### src/rtl/mole_pkg.sv
// mole_pkg: shared definitions for the whack-a-hole round controller.
//   state_t          - FSM state encoding (IDLE, RUN, OVER)
//   GAME_SEC_DEFAULT - default game length in ticks
//   bcd2_inc()       - two-digit BCD increment that sticks at 99
//   onehot4()        - 2-bit hole index to one-hot 4-bit LED pattern
package mole_pkg;

    typedef enum logic [1:0] {
        IDLE = 2'd0,
        RUN  = 2'd1,
        OVER = 2'd2
    } state_t;

    localparam int GAME_SEC_DEFAULT = 30;

    // Increment {tens, ones}; ones wraps 9 -> 0 with carry, 99 holds.
    function automatic logic [7:0] bcd2_inc(input logic [7:0] v);
        logic [7:0] r;
        if (v == 8'h99) begin
            r = v;
        end else if (v[3:0] == 4'd9) begin
            r = {v[7:4] + 4'd1, 4'd0};
        end else begin
            r = {v[7:4], v[3:0] + 4'd1};
        end
        return r;
    endfunction

    function automatic logic [3:0] onehot4(input logic [1:0] idx);
        return 4'b0001 << idx;
    endfunction

endpackage

### src/rtl/mole_game_ctrl_edge_det.sv
// edge_det: rising-edge detector for debounced level inputs.
//   clk  - system clock
//   clr  - asynchronous active-low reset
//   d    - level inputs, WIDTH bits
//   rise - one-cycle pulse per bit on a 0 -> 1 transition
// The history resets to all ones so a level already high when reset
// releases is treated as old and never produces a pulse.
module edge_det #(
    parameter int WIDTH = 1
) (
    input  logic             clk,
    input  logic             clr,
    input  logic [WIDTH-1:0] d,
    output logic [WIDTH-1:0] rise
);

    logic [WIDTH-1:0] q;

    always_ff @(posedge clk or negedge clr) begin
        if (!clr) begin
            q <= '1;
        end else begin
            q <= d;
        end
    end

    assign rise = d & ~q;

endmodule

### src/rtl/mole_game_ctrl.sv
// mole_game_ctrl: round controller for the whack-a-hole game.
//   clk       - system clock
//   clr       - asynchronous active-low reset
//   tick      - one-cycle pulse per game second
//   start     - start/restart button level (debounced)
//   btn       - hole button levels, btn[i] is hole i (debounced)
//   seq       - hole index from the sequence generator
//   mole      - one-hot mole LEDs, zero when no mole is lit
//   score     - BCD hit count {tens, ones}
//   time_left - remaining seconds, binary
//   hit       - one-cycle pulse on a scored hit
//   miss      - one-cycle pulse on a wrong press
//   game_over - high while the game is finished
module mole_game_ctrl
    import mole_pkg::*;
#(
    parameter int GAME_SEC = GAME_SEC_DEFAULT
) (
    input  logic       clk,
    input  logic       clr,
    input  logic       tick,
    input  logic       start,
    input  logic [3:0] btn,
    input  logic [1:0] seq,
    output logic [3:0] mole,
    output logic [7:0] score,
    output logic [5:0] time_left,
    output logic       hit,
    output logic       miss,
    output logic       game_over
);

    state_t     state, state_next;
    logic       armed, armed_next;
    logic [3:0] mole_next;
    logic [7:0] score_next;
    logic [5:0] time_next;
    logic       hit_next, miss_next;
    logic       start_rise;
    logic [3:0] btn_rise;

    edge_det #(.WIDTH(1)) u_start_edge (
        .clk  (clk),
        .clr  (clr),
        .d    (start),
        .rise (start_rise)
    );

    edge_det #(.WIDTH(4)) u_btn_edge (
        .clk  (clk),
        .clr  (clr),
        .d    (btn),
        .rise (btn_rise)
    );

    always_ff @(posedge clk or negedge clr) begin
        if (!clr) begin
            state     <= IDLE;
            armed     <= 1'b0;
            mole      <= 4'd0;
            score     <= 8'h00;
            time_left <= 6'd0;
            hit       <= 1'b0;
            miss      <= 1'b0;
            game_over <= 1'b0;
        end else begin
            state     <= state_next;
            armed     <= armed_next;
            mole      <= mole_next;
            score     <= score_next;
            time_left <= time_next;
            hit       <= hit_next;
            miss      <= miss_next;
            game_over <= (state_next == OVER);
        end
    end

    // The press is judged first against the currently lit mole; a tick in
    // the same cycle is applied afterwards so its mole load or OVER entry
    // overrides mole/armed while the press keeps its score and pulse.
    // While armed, mole is one-hot, so an exact match with the edge set
    // means exactly one edge on the lit hole.
    always_comb begin
        state_next = state;
        armed_next = armed;
        mole_next  = mole;
        score_next = score;
        time_next  = time_left;
        hit_next   = 1'b0;
        miss_next  = 1'b0;

        case (state)
            IDLE, OVER: begin
                mole_next  = 4'd0;
                armed_next = 1'b0;
                if (start_rise) begin
                    score_next = 8'h00;
                    time_next  = 6'(GAME_SEC);
                    mole_next  = onehot4(seq);
                    armed_next = 1'b1;
                    state_next = RUN;
                end
            end

            RUN: begin
                if (armed && (btn_rise != 4'd0)) begin
                    if (btn_rise == mole) begin
                        score_next = bcd2_inc(score);
                        hit_next   = 1'b1;
                    end else begin
                        miss_next  = 1'b1;
                    end
                    mole_next  = 4'd0;
                    armed_next = 1'b0;
                end
                if (tick) begin
                    time_next = time_left - 6'd1;
                    if (time_next != 6'd0) begin
                        mole_next  = onehot4(seq);
                        armed_next = 1'b1;
                    end else begin
                        mole_next  = 4'd0;
                        armed_next = 1'b0;
                        state_next = OVER;
                    end
                end
            end

            default: begin
                state_next = IDLE;
                mole_next  = 4'd0;
                armed_next = 1'b0;
            end
        endcase
    end

endmodule
### config.mk
export PLATFORM = sky130hd
export DESIGN_NAME = mole_game_ctrl
export DESIGN_NICKNAME = d
export VERILOG_FILES = /design/src/rtl/mole_pkg.sv /design/src/rtl/mole_game_ctrl_edge_det.sv /design/src/rtl/mole_game_ctrl.sv
export SDC_FILE = /design/constraint.sdc
export NUM_CORES = 1
export LEC_CHECK = 0
export ABC_AREA = 1
export CORE_MARGIN = 2
export CORE_UTILIZATION = 50
export DETAILED_ROUTE_END_ITERATION = 16
export PLACE_DENSITY = 0.83
export SETUP_SLACK_MARGIN = 0.2
export SYNTH_ARGS = -nofsm -noshare
export SYNTH_HDL_FRONTEND = slang
export SYNTH_HIERARCHICAL = 1
export SYNTH_SLANG_ARGS = --single-unit
### constraint.sdc
create_clock -name clk -period 1.66 [get_ports clk]
set_input_delay 0.249 -clock clk [delete_from_list [all_inputs] [get_ports clk]]
set_output_delay 0.249 -clock clk [all_outputs]
set_load 0.03 [all_outputs]
==> results of run 1 <==
## Yosys cell counts (3+ instances only)
cell | n | area (sq um)
sky130_fd_sc_hd__nand2_1 | 55 | 206
sky130_fd_sc_hd__dfrtp_1 | 24 | 601
sky130_fd_sc_hd__inv_1 | 18 | 67.6
sky130_fd_sc_hd__nor2_1 | 17 | 63.8
sky130_fd_sc_hd__nand4_1 | 11 | 68.8
sky130_fd_sc_hd__nand3_1 | 7 | 35.0
sky130_fd_sc_hd__nor2_2 | 7 | 43.8
sky130_fd_sc_hd__ha_1 | 6 | 75.1
sky130_fd_sc_hd__xor2_1 | 6 | 52.6
sky130_fd_sc_hd__dfstp_2 | 5 | 131
sky130_fd_sc_hd__nor3_1 | 5 | 25.0
sky130_fd_sc_hd__nand2_2 | 3 | 18.8
sky130_fd_sc_hd__nand3_2 | 3 | 30.0
sky130_fd_sc_hd__o22ai_1 | 3 | 18.8
## stage by stage
step           TNS, ns  util (%)
6_report             0      73.0
5_1_grt              0      73.0
4_1_cts              0      69.7
3_5_place_dp    -0.786      66.8
3_3_place_gp    -0.351      66.8
2_1_floorplan        0         -
## flip-flops by register name (all words and copies together), names as in the netlist
signal and flops:
armed 1, mole 4, hit 1, miss 1, u_start_edge/q 1, state 2, score 8, game_over 1
time_left 6, u_btn_edge/q 4
## worst reg2reg max path: cells and delay by family (launching register included)
| family | cells | cell delay (ns) |
|---|---|---|
| fa+ha+maj | 1 | 0.15 |
| simple gates | 5 | 0.73 |
| flops | 1 | 0.44 |
| buf+inv | 1 | 0.10 |
## final cells by class
class,count,area (sq um)
inverters,22,90.1
well taps,44,55.1
clock buffers,8,58.8
fillers,236,826
repair buffers,46,385
flip-flops and latches,29,738
multi-input cells,139,900
## cell families (layout without fill, tap and decap cells)
kind of cell             after synthesis  count (layout)  share of synthesized area (%)
AO/OA/AOI/OAI                          9               9                           4.07
AND/OR/NAND/NOR                      115             116                           35.3
buffers and inverters                 23              76                           5.79
adder cells (fa/ha/maj)                6               6                           4.69
flip-flops                            29              29                           45.8
XOR/XNOR                               8               8                           4.38
## repair_timing
item / in CTS / in global routing
cloned: 0 / 1
pin swaps: 7 / 11
setup buffers: 6 / 3
setup endpoints to repair: 30 / 24
gates resized for setup: 24 / 30
## per-layer routing
layer | routed length (um) | share of wire, % | track usage (%) | up-vias
met5 | 0 | 0 | 0 | -
met4 | 63 | 1.7 | 9.01 | 0
met3 | 165 | 4.5 | 3.84 | 9
met2 | 1780 | 49 | 32.8 | 45
met1 | 1650 | 45 | 27.5 | 689
li1 | - | - | - | 727
## worst max path at each step
stage,from,endpoint
2_1_floorplan,score[1],score[4]
3_3_place_gp,btn[3],score[7]
3_5_place_dp,btn[3],score[7]
4_1_cts,time_left[1],mole[1]
5_1_grt,score[0],score[7]
6_report,score[0],score[7]
## power by group through the flow
stage          clock, mW  combinational (mW)  sequential [mW]
2_1_floorplan          0               0.797             1.35
3_3_place_gp           0                1.57             1.10
3_5_place_dp           0                1.60             1.11
4_1_cts            0.448                1.61             1.08
5_1_grt            0.479                1.97             1.11
6_report           0.436                1.82             1.09
==> Flow_metrics.wiki, run 1 <==
{| class="wikitable"
! Metric !! Value
|-
| Result of the run || finished, final reports clean
|-
| Syn_area_per_cell || 8.42 sq um
|-
| Number of pins exceeding their max-slew limit in the final report || 0
|-
| Count of different cell masters after synthesis || 29
|-
| Critical R2R Capture || score[7]
|-
| Number of buffers and inverters on the critical path || 1
|-
| Via total after detailed routing || 1470
|-
| Slowest cell on the critical path || sky130_fd_sc_hd__dfrtp_2
|-
| Critical Path Stages || 7
|-
| Non-Filler Instances || 288
|-
| Die ar. || 3670 sq um
|-
| Portion of the clock cycle consumed by the worst path in the final layout || about nine tenths
|-
| Fraction of registers with async set or reset after synthesis || 100%
|-
| Initial cell density of the core || 52.4%
|-
| Actual slew at the worst max-slew pin || 0.356 ns
|-
| Global-route total usage across every layer || between 20 and 25%
|-
| Estimated wirelength of the detail-placed design || about 2300 um
|-
| Hold slack || 0.304 ns
|-
| Reg-to-reg critical path startpoint || score[0]
|-
| Internal cell power || approximately 1.8 mW
|-
| Row cnt || 20
|-
| Yosys warnings || 6
|-
| Arrival time of the worst setup path || between 1.5 and 2 ns
|-
| Pin count of the biggest net entering global routing || 30
|-
| Placement Setup Slack || -0.128 ns
|-
| Overall power after layout || 3.35 mW
|-
| Violation count after the first detailed-route iteration || 64
|-
| Number of instances in the synthesized netlist || between 150 and 200
|-
| Power Dens Cells || 1500 nW/um^2
|-
| Worst hold path type || input pin to asynchronous set/reset pin
|-
| Global-route wire length before repair || 5530 um
|-
| Family of cells with the greatest summed delay on the critical path || simple AND/OR/NAND/NOR gates
|-
| Switching pwr || 1.56 mW
|-
| DIE WIDTH || 60.6 um
|-
| Post-placement cell area || 2040 sq um
|-
| Maximum fanout along the worst path || 6
|-
| Placed cells || 270
|-
| Count of inserted antenna diode cells || 0
|-
| Remaining routing DRC violations || 0
|-
| Global route overflow || 0
|-
| RSZ-0062 raised after global routing || yes
|-
| Via density per instance || between 5 and 6
|-
| Data required time of the critical path || roughly 1.9 ns
|-
| Number of cells traversed by the worst register-to-register path || 7
|-
| Delay of the slowest cell on the worst path || around 0.44 ns
|-
| Chain of cells forming the critical path || ha_4 -> nand2_2 -> nor2_4 -> inv_1 -> nor3_1 -> nand4_1 -> nand2_1
|-
| Total Wirelength || ~3700 um
|-
| Share of final-layout standard cells stronger than drive strength 1 || 31.6%
|-
| Buffer cell driving the clock tree root || sky130_fd_sc_hd__clkbuf_4
|-
| Leading cell type in the layout, fill and taps excluded || sky130_fd_sc_hd__nand2_1
|-
| Clock insertion delay at the later pin of the skew report || about 0.32 ns
|-
| Chip Height || about 61 um
|-
| Slack of the critical path || approximately 0.17 ns
|-
| Max frequency || 672 MHz
|-
| # H-tree levels || 2
|-
| Core Area || roughly 3100 sq um
|-
| Total number of clock tree sinks || 29
|-
| Number of global-route vias before repair || 1271
|-
| Critical path class || flop to flop
|-
| Largest vdd supply drop || 0.856 mV
|-
| Post-Synthesis Cell Area || between 1500 and 2000 sq um
|-
| Switch share || 46.5%
|-
| Share of total power in combinational logic || 54.3%
|-
| Post-layout net count || 259
|-
| EDFF count, synth || 0
|-
| Minimum setup slack among reg-to-reg paths || 0.17 ns
|-
| Main synth FF type || sky130_fd_sc_hd__dfrtp_1
|-
| Share of synthesized area occupied by flip-flops and latches || a little under half
|-
| Number of top-level pins || 31
|-
| Average wire per cell in the routed design || 12.7 um
|-
| Flop pwr share || 32.7%
|-
| Commonest non-fill, non-tap cells in the layout || sky130_fd_sc_hd__nand2_1 (45), sky130_fd_sc_hd__dfrtp_1 (19), sky130_fd_sc_hd__nor2_1 (17)
|-
| Post-Syn Nets || between 200 and 250
|-
| CTS Buffer Depth || 2
|-
| Layout Skew || 0.00915 ns
|-
| CTS Hold Bufs || 0
|-
| Part of the total power dissipated in the clock network || 13.0%
|-
| Worst rel slew slack || ~76%
|-
| Clock slew at reported path FFs || 0.09 ns
|-
| Setup violators final || 0
|-
| Max cap viols || 0
|-
| Leakage power summed over all cells || between 1 and 1.5 nW
|-
| Number of buffer cells added on primary ports || 30
|-
| Clock tree from TritonCTS || done
|-
| Kind of start point of the critical path || flop
|-
| RePlAce Congestion || 0.826
|-
| Drt first pass iters || 4
|-
| Antenna violations before repair || 0
|-
| Final std cell area, no fill || roughly 2200 sq um
|-
| Hold violation total from the final report || 0
|-
| Post-DRT Antenna Nets || 0
|-
| Crit path capture type || flop
|-
| Min Tclk post-route || 1.49 ns
|-
| CTS buffer count || 5
|-
| Number of flip-flops and latches in the synthesized netlist || 29
|-
| Layout-stage area growth over the synthesis result || 39.3%
|}
No activity file was read; power rests on OpenSTA's default activity.
==> run 2: changes to the inputs <==
- CTS_BUF_LIST: not set -> sky130_fd_sc_hd__clkbuf_4 sky130_fd_sc_hd__clkbuf_8 sky130_fd_sc_hd__clkbuf_16
==> run 2 against run 1 <==
- flip-flop and latch count is the same
- clock power grew 9.2%
- critical path depth is 2 higher
- utilization rose by 1.2 points
- cell area grew 1.7%
- cell count up 0.69%
- die area stayed put
- maximum frequency about the same
- wire length increased by 0.60%
- worst setup slack worse by 0.00076 ns
- global-route usage rose by 0.19 points
- count of clock-buffer cells in the layout is the same
- highest routed layer unchanged
==> Flow_metrics.wiki, run 2 (same netlist as run 1, synthesis figures left out) <==
{| class="wikitable"
! Metric !! Value
|-
| Result of the run || finished, final reports clean (unchanged)
|-
| RePlAce Congestion || 0.826 (unchanged)
|-
| Crit path capture type || flop (unchanged)
|-
| Average wire per cell in the routed design || 12.7 um (about the same)
|-
| # H-tree levels || 2 (unchanged)
|-
| Leakage power summed over all cells || 1.16 nW (was 1.12 nW)
|-
| Die ar. || 3670 sq um (unchanged)
|-
| Register area || 738 sq um (unchanged)
|-
| Worst rel slew slack || 76.0% (was 76.3%)
|-
| Setup violators final || 0 (unchanged)
|-
| Critical R2R Capture || mole[2] (was score[7])
|-
| Family of cells with the greatest summed delay on the critical path || simple AND/OR/NAND/NOR gates (unchanged)
|-
| Clock slew at reported path FFs || 0.08 ns (was 0.09 ns)
|-
| CTS Buffer Depth || 2 (unchanged)
|-
| Share of final-layout standard cells stronger than drive strength 1 || 33.7% (was 31.6%)
|-
| Kind of start point of the critical path || flop (unchanged)
|-
| Layout Skew || 0.0112 ns (was 0.00915 ns)
|-
| Antenna violations before repair || 0 (unchanged)
|-
| Via density per instance || 5.07 (was 5.10)
|-
| Min Tclk post-route || 1.49 ns (about the same)
|-
| Number of buffers and inverters on the critical path || 1 (unchanged)
|-
| Data required time of the critical path || 1.88 ns (was 1.91 ns)
|-
| Most frequent CP cell || sky130_fd_sc_hd__nand2_1
|-
| Post-layout net count || 261 (was 259)
|-
| Worst hold path type || input pin to flop (was input pin to asynchronous set/reset pin)
|-
| Total number of clock tree sinks || 29 (unchanged)
|-
| Portion of the clock cycle consumed by the worst path in the final layout || 89.7% (was 89.6%)
|-
| Number of global-route vias before repair || 1274 (was 1271)
|-
| Global route overflow || 0 (unchanged)
|-
| Drt first pass iters || 4 (unchanged)
|-
| Number of buffer cells added on primary ports || 30 (unchanged)
|-
| Slowest cell on the critical path || sky130_fd_sc_hd__dfrtp_2 (unchanged)
|-
| Max cap viols || 0 (unchanged)
|-
| Commonest non-fill, non-tap cells in the layout || sky130_fd_sc_hd__nand2_1 (46), sky130_fd_sc_hd__dfrtp_1 (19), sky130_fd_sc_hd__buf_4 (18) (was sky130_fd_sc_hd__nand2_1 (45), sky130_fd_sc_hd__dfrtp_1 (19), sky130_fd_sc_hd__nor2_1 (17))
|-
| Worst setup path startpoint || time_left[1] (was score[0])
|-
| Clock insertion delay at the later pin of the skew report || 0.33 ns (was 0.32 ns)
|-
| CTS buffer count || 5 (unchanged)
|-
| Buffer cell driving the clock tree root || sky130_fd_sc_hd__clkbuf_4 (unchanged)
|-
| Placed cells || 270 (unchanged)
|-
| Global-route wire length before repair || 5530 um (unchanged)
|-
| Total Neg Setup Slack || 0 ns (unchanged)
|-
| Delay of the slowest cell on the worst path || 0.43 ns (was 0.44 ns)
|-
| Layout-stage area growth over the synthesis result || 41.6% (was 39.3%)
|-
| Critical Path Stages || 9 (was 7)
|-
| Clock tree from TritonCTS || done (unchanged)
|-
| Endpoint of the worst setup timing path || mole[2] (was score[7])
|-
| DIE WIDTH || 60.6 um (unchanged)
|-
| Fill count || 234 (was 236)
|-
| Via total after detailed routing || 1469 (was 1470)
|-
| Largest vdd supply drop || 0.823 mV (was 0.856 mV)
|-
| Power Dens Cells || 1540 nW/um^2 (was 1500 nW/um^2)
|-
| Post-DRT Antenna Nets || 0 (unchanged)
|-
| Violation count after the first detailed-route iteration || 32 (was 64)
|-
| Actual slew at the worst max-slew pin || 0.360 ns (was 0.356 ns)
|-
| Leading cell type in the layout, fill and taps excluded || sky130_fd_sc_hd__nand2_1 (unchanged)
|-
| Number of pins exceeding their max-slew limit in the final report || 0 (unchanged)
|-
| Initial cell density of the core || 52.4% (unchanged)
|-
| Number of top-level pins || 31 (unchanged)
|-
| Area occupied by multi-input gates || 896 sq um (was 900 sq um)
|-
| Number of flip-flops in the largest register || 8 (unchanged)
|-
| Core Area || 3050 sq um (unchanged)
|-
| Number of cells traversed by the worst register-to-register path || 9 (was 7)
|-
| Arrival time of the worst setup path || 1.71 ns (was 1.74 ns)
|-
| Reg-to-reg critical path startpoint || time_left[1] (was score[0])
|-
| Pin count of the biggest net entering global routing || 30 (unchanged)
|-
| Minimum setup slack among reg-to-reg paths || 0.17 ns (about the same)
|-
| Count of inserted antenna diode cells || 0 (unchanged)
|-
| WHS Path Cells || 1
|-
| Hold slack || 0.0636 ns (was 0.304 ns)
|-
| Remaining routing DRC violations || 0 (unchanged)
|-
| Hold violation total from the final report || 0 (unchanged)
|-
| Max frequency || 672 MHz (about the same)
|-
| Global-route total usage across every layer || 20.7% (was 20.5%)
|-
| Total Wirelength || 3680 um (was 3660 um)
|-
| Maximum fanout along the worst path || 5 (was 6)
|-
| Non-Filler Instances || 290 (was 288)
|-
| Estimated wirelength of the detail-placed design || 2310 um (unchanged)
|-
| Row cnt || 20 (unchanged)
|-
| Register with the most flip-flops || score (unchanged)
|-
| Chain of cells forming the critical path || buf_4 -> nor2_4 -> nand2_1 -> nand2_1 -> nand2_2 -> nor2_4 -> nand4_4 -> nand3_2 -> nand2_1 (was ha_4 -> nand2_2 -> nor2_4 -> inv_1 -> nor3_1 -> nand4_1 -> nand2_1)
|-
| Chip Height || 60.6 um (unchanged)
|-
| RSZ-0062 raised after global routing || yes (unchanged)
|-
| Critical path class || flop to flop (unchanged)
|-
| Biggest regs || score x8, time_left x6 (unchanged)
|}
==> run 2: changes by cell type in the layout (fill, tap and decap cells not counted), sizes merged <==
cell           previous run  this run
buf                      16        19
clkdlybuf4s50             9         7
nand2                    59        58
dlymetal6s2s              0         2
clkbuf                   12        13
dlygate4sd2              15        14
==> run 2: worst min path at each step <==
| stage | to | slack, ns | start |
|---|---|---|---|
| after global routing | u_btn_edge/q[2] | 0.06 | btn[2] |
| final | u_btn_edge/q[2] | 0.06 | btn[2] |
| after floorplan | armed | -0.05 | clr |
| after detailed placement | armed | 0.48 | armed |
| after CTS | score[6] | 0.31 | clr |
| after global placement | armed | 0.47 | armed |
==> run 2: where the power goes <==
group / total [mW] / internal [mW] / switching (mW)
Clock: 0.476 / 0.241 / 0.235
Combinational: 1.91 / 0.766 / 1.15
Sequential: 1.09 / 0.895 / 0.194
==> run 2: layer usage <==
| metal | vias to the layer above | track usage, % | wire length [um] |
|---|---|---|---|
| met5 | - | 0 | 0 |
| met4 | 0 | 7.14 | 57 |
| met3 | 8 | 6.40 | 157 |
| met2 | 42 | 33.5 | 1820 |
| met1 | 694 | 26.6 | 1640 |
| li1 | 725 | - | - |
==> run 2: area by class of cell <==
cell class	count	area share, %
multi-input combinational	138	39.6
inverter	22	3.98
clock buffer	8	2.93
timing repair buffer	49	18.5
tap	44	2.43
sequential	29	32.6
==> run 2: worst reg2reg max path, cell delays in order (launching register included) <==
cell and delay, ns:
sky130_fd_sc_hd__dfrtp_2 0.43, sky130_fd_sc_hd__buf_4 0.15, sky130_fd_sc_hd__nor2_4 0.11, sky130_fd_sc_hd__nand2_1 0.08
sky130_fd_sc_hd__nand2_1 0.08, sky130_fd_sc_hd__nand2_2 0.08, sky130_fd_sc_hd__nor2_4 0.16, sky130_fd_sc_hd__nand4_4 0.16
sky130_fd_sc_hd__nand3_2 0.10, sky130_fd_sc_hd__nand2_1 0.05
==> run 2: stage by stage <==
stage          util, %  worst slack [ns]  area (sq um)  power [mW]
3_3_place_gp      66.8           -0.0837          2040        2.67
6_report          74.2             0.171          2260        3.48
4_1_cts           70.0             0.132          2140        3.18
3_5_place_dp      66.8            -0.128          2040        2.70
5_1_grt           74.2            0.0660          2260        3.69
2_1_floorplan        -             0.189          1640        2.15
==> run 2: timing repair <==
| action | 4_1_cts | 5_1_grt |
|---|---|---|
| hold buffers | 0 | 0 |
| setup buffers | 6 | 6 |
| resized for setup | 25 | 33 |
| pin swaps | 7 | 9 |
| setup endpoints to repair | 30 | 26 |
==> run 3: changes to the inputs <==
- CELL_PAD_IN_SITES_DETAIL_PLACEMENT: not set -> 1
- CELL_PAD_IN_SITES_GLOBAL_PLACEMENT: not set -> 1
- CORE_UTILIZATION: 50 -> 38
- PLACE_DENSITY: 0.83 -> 0.85
- clock period: 1.66 -> 1.5 ns (I/O delays scaled with it)
==> run 3 against run 2 <==
- the run now ends with negative setup slack left
- worst hold slack gained 0.014 ns
- sequential power up 13%
- count of clock-buffer cells in the layout unchanged
- die area rose by 29%
- utilization is 12 points lower
- wire length grew 53%
- flip-flop and latch count unchanged
- cell area up 11%
- cell count grew 6.2%
- power grew 26%
- register-to-register slack worse by 0.21 ns
- largest cell class unchanged
- highest routed layer unchanged
==> Flow_metrics.wiki, run 3 (same netlist as run 1, synthesis figures left out) <==
{| class="wikitable"
! Metric !! Value
|-
| Kind of start point of the critical path || flop (unchanged)
|-
| Portion of the clock cycle consumed by the worst path in the final layout || 103% (was 89.7%)
|-
| Crit path capture type || flop (unchanged)
|-
| Critical path class || flop to flop (unchanged)
|-
| Worst hold path type || input pin to flop (unchanged)
|-
| Core Area || 4030 sq um (was 3050 sq um)
|-
| Actual slew at the worst max-slew pin || 0.370 ns (was 0.360 ns)
|-
| Layout-stage area growth over the synthesis result || 57.0% (was 41.6%)
|-
| Min Tclk post-route || 1.54 ns (was 1.49 ns)
|-
| Slack of the critical path || -0.0434 ns (was 0.171 ns)
|-
| Reg-to-reg critical path startpoint || score[1] (was time_left[1])
|-
| CTS buffer count || 5 (unchanged)
|-
| Estimated wirelength of the detail-placed design || 2960 um (was 2310 um)
|-
| Minimum setup slack among reg-to-reg paths || -0.04 ns (was 0.17 ns)
|-
| Antenna violations before repair || 0 (unchanged)
|-
| Share of final-layout standard cells stronger than drive strength 1 || 50.0% (was 33.7%)
|-
| Biggest regs || score x8, time_left x6 (unchanged)
|-
| Total Neg Setup Slack || -0.232 ns (was 0 ns)
|-
| Leading cell type in the layout, fill and taps excluded || sky130_fd_sc_hd__nand2_1 (unchanged)
|-
| Number of global-route vias before repair || 1613 (was 1274)
|-
| Global route overflow || 0 (unchanged)
|-
| Internal cell power || 2.37 mW (was 1.90 mW)
|-
| Most frequent CP cell || sky130_fd_sc_hd__nand2_2 (was sky130_fd_sc_hd__nand2_1)
|-
| Fill count || 474 (was 234)
|-
| Via density per instance || 5.19 (was 5.07)
|-
| Power Dens Cells || 1750 nW/um^2 (was 1540 nW/um^2)
|-
| Post-layout net count || 273 (was 261)
|-
| Number of flip-flops in the largest register || 8 (unchanged)
|-
| Start point of the worst min-delay path || btn[2] (unchanged)
|-
| Total Wirelength || 5630 um (was 3680 um)
|-
| Count of inserted antenna diode cells || 0 (unchanged)
|-
| Remaining routing DRC violations || 0 (unchanged)
|-
| Result of the run || finished, violations left (was finished, final reports clean)
|-
| Number of buffer cells added on primary ports || 30 (unchanged)
|-
| Worst setup path startpoint || score[1] (was time_left[1])
|-
| Number of pins exceeding their max-slew limit in the final report || 0 (unchanged)
|-
| Maximum fanout along the worst path || 5 (unchanged)
|-
| Max frequency || 648 MHz (was 672 MHz)
|-
| Overall power after layout || 4.39 mW (was 3.48 mW)
|-
| Data required time of the critical path || 1.68 ns (was 1.88 ns)
|-
| WHS Path Cells || 1 (unchanged)
|-
| Global-route total usage across every layer || 23.6% (was 20.7%)
|-
| Global-route wire length before repair || 7890 um (was 5530 um)
|-
| Area occupied by multi-input gates || 1010 sq um (was 896 sq um)
|-
| Largest vdd supply drop || 0.937 mV (was 0.823 mV)
|-
| Max cap viols || 0 (unchanged)
|-
| DIE WIDTH || 68.9 um (was 60.6 um)
|-
| Chip Height || 68.9 um (was 60.6 um)
|-
| Via total after detailed routing || 1598 (was 1469)
|-
| Die ar. || 4740 sq um (was 3670 sq um)
|-
| Critical R2R Capture || score[6] (was mole[2])
|-
| Initial cell density of the core || 39.7% (was 52.4%)
|-
| Slowest cell on the critical path || sky130_fd_sc_hd__dfrtp_2 (unchanged)
|-
| Register with the most flip-flops || score (unchanged)
|-
| Setup violators final || 10 (was 0)
|-
| Worst rel slew slack || 75.4% (was 76.0%)
|-
| Post-DRT Antenna Nets || 0 (unchanged)
|-
| Clock tree from TritonCTS || done (unchanged)
|-
| Pin count of the biggest net entering global routing || 30 (unchanged)
|-
| Part of the total power dissipated in the clock network || 15.3% (was 13.7%)
|-
| RSZ-0062 raised after global routing || yes (unchanged)
|-
| Register area || 744 sq um (was 738 sq um)
|-
| Switching pwr || 2.02 mW (was 1.58 mW)
|-
| Total number of clock tree sinks || 29 (unchanged)
|-
| Flop pwr share || 27.9% (was 31.3%)
|-
| Buffer cell driving the clock tree root || sky130_fd_sc_hd__clkbuf_8 (was sky130_fd_sc_hd__clkbuf_4)
|-
| Violations in the final reports || negative setup slack
|-
| Hold violation total from the final report || 0 (unchanged)
|-
| Clock insertion delay at the later pin of the skew report || 0.29 ns (was 0.33 ns)
|-
| # H-tree levels || 2 (unchanged)
|-
| Layout Skew || 0.00563 ns (was 0.0112 ns)
|-
| Number of cells traversed by the worst register-to-register path || 11 (was 9)
|-
| Commonest non-fill, non-tap cells in the layout || sky130_fd_sc_hd__nand2_1 (37), sky130_fd_sc_hd__buf_4 (27), sky130_fd_sc_hd__nand2_2 (18) (was sky130_fd_sc_hd__nand2_1 (46), sky130_fd_sc_hd__dfrtp_1 (19), sky130_fd_sc_hd__buf_4 (18))
|-
| Leakage power summed over all cells || 1.22 nW (was 1.16 nW)
|-
| Delay of the slowest cell on the worst path || 0.41 ns (was 0.43 ns)
|-
| Number of top-level pins || 31 (unchanged)
|-
| Chain of cells forming the critical path || inv_2 -> ha_4 -> nand2_4 -> nor2_4 -> nand2_2 -> nand2_1 -> nand2_1 -> inv_2 -> nand3_4 -> nand2_2 -> nand2_2 (was buf_4 -> nor2_4 -> nand2_1 -> nand2_1 -> nand2_2 -> nor2_4 -> nand4_4 -> nand3_2 -> nand2_1)
|-
| Arrival time of the worst setup path || 1.72 ns (was 1.71 ns)
|-
| RePlAce Congestion || 0.767 (was 0.826)
|-
| Switch share || 46.0% (was 45.3%)
|-
| Clock slew at reported path FFs || 0.06 ns (was 0.08 ns)
|-
| Violation count after the first detailed-route iteration || 52 (was 32)
|-
| Row cnt || 23 (was 20)
|-
| Worst Hold Path EP || u_btn_edge/q[2] (unchanged)
|-
| Average wire per cell in the routed design || 18.3 um (was 12.7 um)
|-
| Share of total power in combinational logic || 56.8% (was 55.0%)
|-
| CTS Hold Bufs || 0 (unchanged)
|-
| CTS Buffer Depth || 2 (unchanged)
|-
| Drt first pass iters || 4 (unchanged)
|}
-- run 3: how the worst max path moves through the flow --
stage,end,slack (ns)
2_1_floorplan,score[6],0.03
3_3_place_gp,score[5],-0.24
3_5_place_dp,score[5],-0.30
4_1_cts,mole[1],0.001
5_1_grt,score[5],-0.12
6_report,score[6],-0.04
-- run 3: through the flow --
step	util, %	std cells	cell area (sq um)	setup slack (ns)	hold WS [ns]
2_1_floorplan	-	190	1640	0.0299	-0.0706
3_5_place_dp	52.2	283	2100	-0.303	0.470
4_1_cts	58.8	302	2370	0.000997	0.188
5_1_grt	62.3	308	2510	-0.123	0.0781
6_report	62.3	308	2510	-0.0434	0.0774
3_3_place_gp	52.2	283	2100	-0.239	0.472
-- run 3: per-layer routing --
metal	up-vias	GRT usage [%]	part of all wire (%)
met5	-	0	0
met4	0	7.60	1.9
met3	11	7.31	3.7
met2	41	40.1	53
met1	794	28.5	41
li1	752	-	-
-- run 3: what timing repair did --
item,in CTS,in global routing
gates cloned,1,1
gates resized for setup,74,43
endpoints found under the hold margin,0,0
buffers inserted,10,5
setup endpoints to repair,41,32
pin swaps,13,11
-- run 3: power groups by stage --
| stage | combinational [mW] | clock (mW) | sequential (mW) |
|---|---|---|---|
| 4_1_cts | 2.17 | 0.683 | 1.19 |
| 3_3_place_gp | 1.84 | 0 | 1.21 |
| 2_1_floorplan | 0.885 | 0 | 1.50 |
| 3_5_place_dp | 1.91 | 0 | 1.21 |
| 5_1_grt | 2.67 | 0.712 | 1.25 |
| 6_report | 2.49 | 0.670 | 1.23 |
-- run 3: layout make-up --
cell class,instances,area share [%]
timing repair buffer,59,20.4
clock buffer,8,3.64
multi-input combinational,140,40.3
sequential,29,29.6
inverter,22,3.49
tap,50,2.49
-- run 3: critical path: cells and delay by family (launching register included) --
kind          cells  cell delay [ns]
flops             1             0.41
buf+inv           2             0.18
simple gates      8             0.72
fa+ha+maj         1             0.13
